--- src/rtl/vertical_counter_generator.sv ---
// Vertical timing stage: counts new_line pulses into frame line / scaled row counters
// and drives VSYNC, v_display and new_frame. Optional watchdog: `define LINE_WATCHDOG_EN.
module vertical_counter_generator (
  input  logic       clk,
  input  logic       reset,
  input  logic       new_line,
  output logic [9:0] ver_cnt,
  output logic [6:0] scl_ver_cnt,
  output logic       VSYNC,
  output logic       v_display,
  output logic       new_frame,
  output logic       line_err
);

  localparam int unsigned CNT_W    = 10;
  localparam int unsigned SCL_W    = 7;
  localparam int unsigned SUB_W    = 3;
  localparam int unsigned V_TOTAL  = 521;
  localparam int unsigned V_SYNC   = 2;
  localparam int unsigned V_BP     = 29;
  localparam int unsigned V_DISP   = 480;
  localparam int unsigned SCALE    = 5;
  localparam int unsigned V_START  = V_SYNC + V_BP;
  localparam int unsigned V_END    = V_START + V_DISP;

  typedef enum logic [1:0] {
    SYNC        = 2'd0,
    BACK_PORCH  = 2'd1,
    DISPLAY     = 2'd2,
    FRONT_PORCH = 2'd3
  } state_t;

  state_t             state_q, state_d;
  logic [CNT_W-1:0]   ver_cnt_q, ver_cnt_d;
  logic [SUB_W-1:0]   sub_q, sub_d;
  logic [SCL_W-1:0]   scl_q, scl_d;
  logic               vsync_q, vsync_d;
  logic               v_display_q, v_display_d;
  logic               wrap_q, wrap_d;
  logic               new_frame_q, new_frame_d;

  // Line advance, phase FSM and row scaling, all keyed to the next line value
  always_comb begin
    ver_cnt_d   = ver_cnt_q;
    state_d     = state_q;
    sub_d       = sub_q;
    scl_d       = scl_q;
    wrap_d      = 1'b0;
    if (new_line) begin
      if (ver_cnt_q == CNT_W'(V_TOTAL - 1)) begin
        ver_cnt_d = '0;
        wrap_d    = 1'b1;
      end else begin
        ver_cnt_d = ver_cnt_q + CNT_W'(1);
      end
      case (state_q)
        SYNC:        if (ver_cnt_d == CNT_W'(V_SYNC))  state_d = BACK_PORCH;
        BACK_PORCH:  if (ver_cnt_d == CNT_W'(V_START)) state_d = DISPLAY;
        DISPLAY:     if (ver_cnt_d == CNT_W'(V_END))   state_d = FRONT_PORCH;
        FRONT_PORCH: if (ver_cnt_d == '0)              state_d = SYNC;
        default:                                       state_d = SYNC;
      endcase
      if (state_q == DISPLAY) begin
        if (ver_cnt_d == CNT_W'(V_END)) begin
          sub_d = '0;
          scl_d = '0;
        end else if (sub_q == SUB_W'(SCALE - 1)) begin
          sub_d = '0;
          scl_d = scl_q + SCL_W'(1);
        end else begin
          sub_d = sub_q + SUB_W'(1);
        end
      end
    end
    vsync_d     = (ver_cnt_q >= CNT_W'(V_SYNC));
    v_display_d = (state_d == DISPLAY);
    new_frame_d = wrap_q;
  end

  always_ff @(posedge clk) begin
    if (reset) begin
      state_q     <= SYNC;
      ver_cnt_q   <= '0;
      sub_q       <= '0;
      scl_q       <= '0;
      vsync_q     <= 1'b0;
      v_display_q <= 1'b0;
      wrap_q      <= 1'b0;
      new_frame_q <= 1'b0;
    end else begin
      state_q     <= state_d;
      ver_cnt_q   <= ver_cnt_d;
      sub_q       <= sub_d;
      scl_q       <= scl_d;
      vsync_q     <= vsync_d;
      v_display_q <= v_display_d;
      wrap_q      <= wrap_d;
      new_frame_q <= new_frame_d;
    end
  end

  assign ver_cnt     = ver_cnt_q;
  assign scl_ver_cnt = scl_q;
  assign VSYNC       = vsync_q;
  assign v_display   = v_display_q;
  assign new_frame   = new_frame_q;

`ifdef LINE_WATCHDOG_EN
  localparam int unsigned WD_LIMIT = 1023;

  logic [CNT_W-1:0] wd_q, wd_d;
  logic             line_err_q, line_err_d;

  // Saturating idle-clock counter; the error flag is sticky until reset
  always_comb begin
    wd_d       = wd_q;
    line_err_d = line_err_q;
    if (new_line) begin
      wd_d = '0;
    end else if (wd_q != CNT_W'(WD_LIMIT)) begin
      wd_d = wd_q + CNT_W'(1);
    end
    if (wd_d == CNT_W'(WD_LIMIT)) line_err_d = 1'b1;
  end

  always_ff @(posedge clk) begin
    if (reset) begin
      wd_q       <= '0;
      line_err_q <= 1'b0;
    end else begin
      wd_q       <= wd_d;
      line_err_q <= line_err_d;
    end
  end

  assign line_err = line_err_q;
`else
  assign line_err = 1'b0;
`endif

endmodule

--- config.mk ---
export PLATFORM = sky130hd
export DESIGN_NAME = vertical_counter_generator
export DESIGN_NICKNAME = d
export VERILOG_FILES = /design/src/rtl/vertical_counter_generator.sv
export SDC_FILE = /design/constraint.sdc
export NUM_CORES = 1
export LEC_CHECK = 0
export BUFFER_PORTS_ARGS = -buffer_cell sky130_fd_sc_hd__buf_2
export CORE_UTILIZATION = 40
export DETAILED_ROUTE_END_ITERATION = 12
export PLACE_DENSITY_LB_ADDON = 0.12
export RECOVER_POWER = 25
export SLEW_MARGIN = 20
export SYNTH_ARGS = -nofsm -noshare
export SYNTH_HDL_FRONTEND = slang
export SYNTH_SLANG_ARGS = --single-unit
--- constraint.sdc ---
create_clock -name clk -period 3.2 [get_ports clk]
set_input_delay 0.16 -clock clk [delete_from_list [all_inputs] [get_ports clk]]
set_output_delay 0.16 -clock clk [all_outputs]
set_load 0.05 [all_outputs]
==> summary.md <==
| Metric | Value |
|---|---|
| Status | `finished clean` |
| Starting Density | `42.42%` |
| Num rows | `22` |
| CTS H-tree depth | `1` |
| Largest net degree at the start of global routing | `28` |
| DR WL/cell | `between 10 and 15 um` |
| Cell variety after synth | `53` |
| Synth cell count leaders | `dfxtp_1, nand2_1, nor2_1` |
| Initial antenna violation count | `0` |
| Grt total ovfl | `0` |
| Die span in x | `between 60 and 70 um` |
| Post-synth EDFFs | `0` |
| Die area | `approximately 4200 um^2` |
| CTS Buf Count | `3` |
| First-pass GRT wire length | `around 5700 um` |
| Total wire length | `roughly 3300 um` |
| Unrepaired setup endpoints after global routing | `no` |
| WS Path Type | `reg2reg` |
| Finished Core Util | `45.72%` |
| Clock Path Buffers | `2` |
| Worst EP required | `~3.4 ns` |
| Worst-Margin Slew | `roughly 1.2 ns` |
| Number of global-route vias before repair | `1281` |
| Clk_skew | `~0.0037 ns` |
| Hold Path Class | `in2reg` |
| Crit path DAT | `about 2.7 ns` |
| Setup Total Neg Slack | `0 ns` |
| Post-synth net total | `a little over 200` |
| HPWL after detailed placement | `between 2000 and 2500 um` |
| Fmax | `a little under 400 MHz` |
| Synthesized cell area | `approximately 1600 um^2` |
| DRC | `0` |
| Critical path capture point type | `flip-flop` |
| Largest cells by area after synthesis | `dfxtp_1, ha_1, a21oi_1` |
| Maximum VDD drop | `0.2927 mV` |
| Detailed Route Iter0 Violations | `112` |
| Cts hold-fix bufs | `0` |
| FILL cells | `389` |
| Register area share after synthesis | `around a third` |
| GRT Overall Usage | `around 17%` |
| CTS clock-pin slew for the worst setup and hold paths | `~0.080 ns` |
| Relative slew slack | `a little under a fifth` |
| Leak pwr | `between 0.6 and 0.7 nW` |
| Fin nets | `215` |
| Clk_lat worst skew | `approximately 0.26 ns` |
| #FFs+latches synth | `26` |
| Synthesized instance count | `194` |
| Largest area contributor in the netlist | `dfxtp_1` |
| WHS | `0.3229 ns` |
| Fin. max-slew vios | `0` |
| Antenna-violating nets left | `0` |
| Startpoint Class | `flip-flop` |
| Multi-input logic area | `between 900 and 1000 um^2` |
| Synth Flop Type | `dfxtp_1` |
| Layout area overhead | `7.778%` |
| Worst-path fanout max | `10` |
| Endpoints failing setup | `0` |
| Period utilization | `between 70% and 80%` |
| Placed inst area | `approximately 1700 um^2` |
| CTS tree | `built` |
| Finished Cell Area | `1699 um^2` |
| Ys async rst share | `0%` |
| Most frequent cell after synthesis | `dfxtp_1` |
| Fin crit period | `between 2 and 3 ns` |
| # diodes | `0` |
| Synth Area per Inst | `8.126 um^2` |
| Layout cells sized above 1 | `a little under an eighth` |
| Pre-Repair DR Iteration Count | `7` |
| Top-level I/O count | `24` |
| Register Area | `roughly 520 um^2` |
| Max-cap violations | `0` |
| Post-DR vias/cell | `~5.6` |
| CTS resizes | `0` |
| Clock Sink Count | `26` |
| Clock Tree Root | `clkbuf_8` |
| Via count | `roughly 1400` |
| Core Area | `around 3700 um^2` |
| Final hold vios | `0` |
| I/O Buffers | `22` |
| Die Y | `between 60 and 70 um` |
| Synth warnings | `0` |
| Post-CTS Setup Bufs | `0` |
| Synth top area share | `about 33%` |
| Pwr dens | `348.9 nW/um^2` |
| GP Congestion | `about 0.86` |
==> layout make-up <==
type                    count  share of cell area (%)
multi-input cells         145                   56.19
flip-flops and latches     26                   30.63
repair buffers             22                   5.670
well taps                  48                   3.535
clock buffers               3                   2.430
inverters                   7                   1.546
==> sequential cells by signal, indices dropped and copies added, names as in the netlist <==
register / count
state_q: 2
scl_ver_cnt: 7
new_frame_d: 1
sub_q: 3
v_display: 1
ver_cnt: 10
VSYNC: 1
new_frame: 1
==> final timing paths <==
check | start | endpoint | slack [ns] | cells after the start
worst max-delay path | ver_cnt[1] | scl_ver_cnt[3] | 0.66 | 7
worst max register to register | ver_cnt[1] | scl_ver_cnt[3] | 0.66 | 7
worst min register to register | new_frame_d | new_frame | 0.46 | 1
worst min-delay path | new_line | new_frame_d | 0.32 | 2
==> kinds of logic after synthesis <==
kind of cell / count (synthesis) / share of synthesized area [%]
xor+xnor: 6 / 3.333
flops: 26 / 33.02
mux: 3 / 1.905
buf+inv: 23 / 6.429
compound gates: 40 / 17.86
fa+ha+maj: 7 / 5.555
simple gates: 88 / 31.67
other cells: 1 / 0.2379
==> power by group <==
| group | internal, mW | total, mW | switching, mW | leakage, nW |
|---|---|---|---|---|
| combinational | 0.0195 | 0.0713 | 0.0518 | 0.408 |
| sequential | 0.331 | 0.344 | 0.0131 | 0.211 |
| clock | 0.0841 | 0.177 | 0.0931 | 0.0216 |
==> worst max-delay path, stage by stage, from the launching register on <==
cell and delay [ns]:
dfxtp_1 0.49, ha_1 0.36, nand4_2 0.23, xnor2_1 0.19, a22o_1 0.29, and2_4 0.20
or4_1 0.51, a31oi_1 0.18
==> per-stage QoR <==
stage | setup slack [ns] | std cells | power (mW)
after global placement | 0.8246 | 248 | 0.4228
after floorplan | 0.5656 | 194 | 0.4097
final | 0.6643 | 251 | 0.5928
after detailed placement | 0.7305 | 248 | 0.4244
after global routing | 0.5230 | 251 | 0.6285
after CTS | 0.6934 | 251 | 0.6075
==> per-layer routing <==
layer  vias to the layer above  GRT usage [%]  part of all wire [%]
li1                        716              -                     -
met1                       657          22.42                    48
met2                        38          27.60                    45
met3                         2          4.401                   5.8
met4                         0          4.722                  0.66
met5                         -              0                     0
==> cell usage in the layout (no fill, tap or decap), types with 2 or more instances in the layout <==
cell       n
a21oi_1   14
a31oi_1    4
and3_1     6
buf_2     11
clkbuf_1  11
clkbuf_8   3
dfxtp_1   26
ha_1       7
inv_1      7
mux2i_1    3
nand2_1   17
nand2b_1   3
nand3_1   13
nand4_1    4
nand4b_1   3
nor2_1    15
nor2b_1    2
nor3_1     4
nor3b_1    5
o211ai_1   2
o21a_1     2
o21ai_0    3
o21ai_1    2
or3_1      2
or4_1      4
xnor2_1    4
xor2_1     2
No activity file was read; power rests on OpenSTA's default activity.
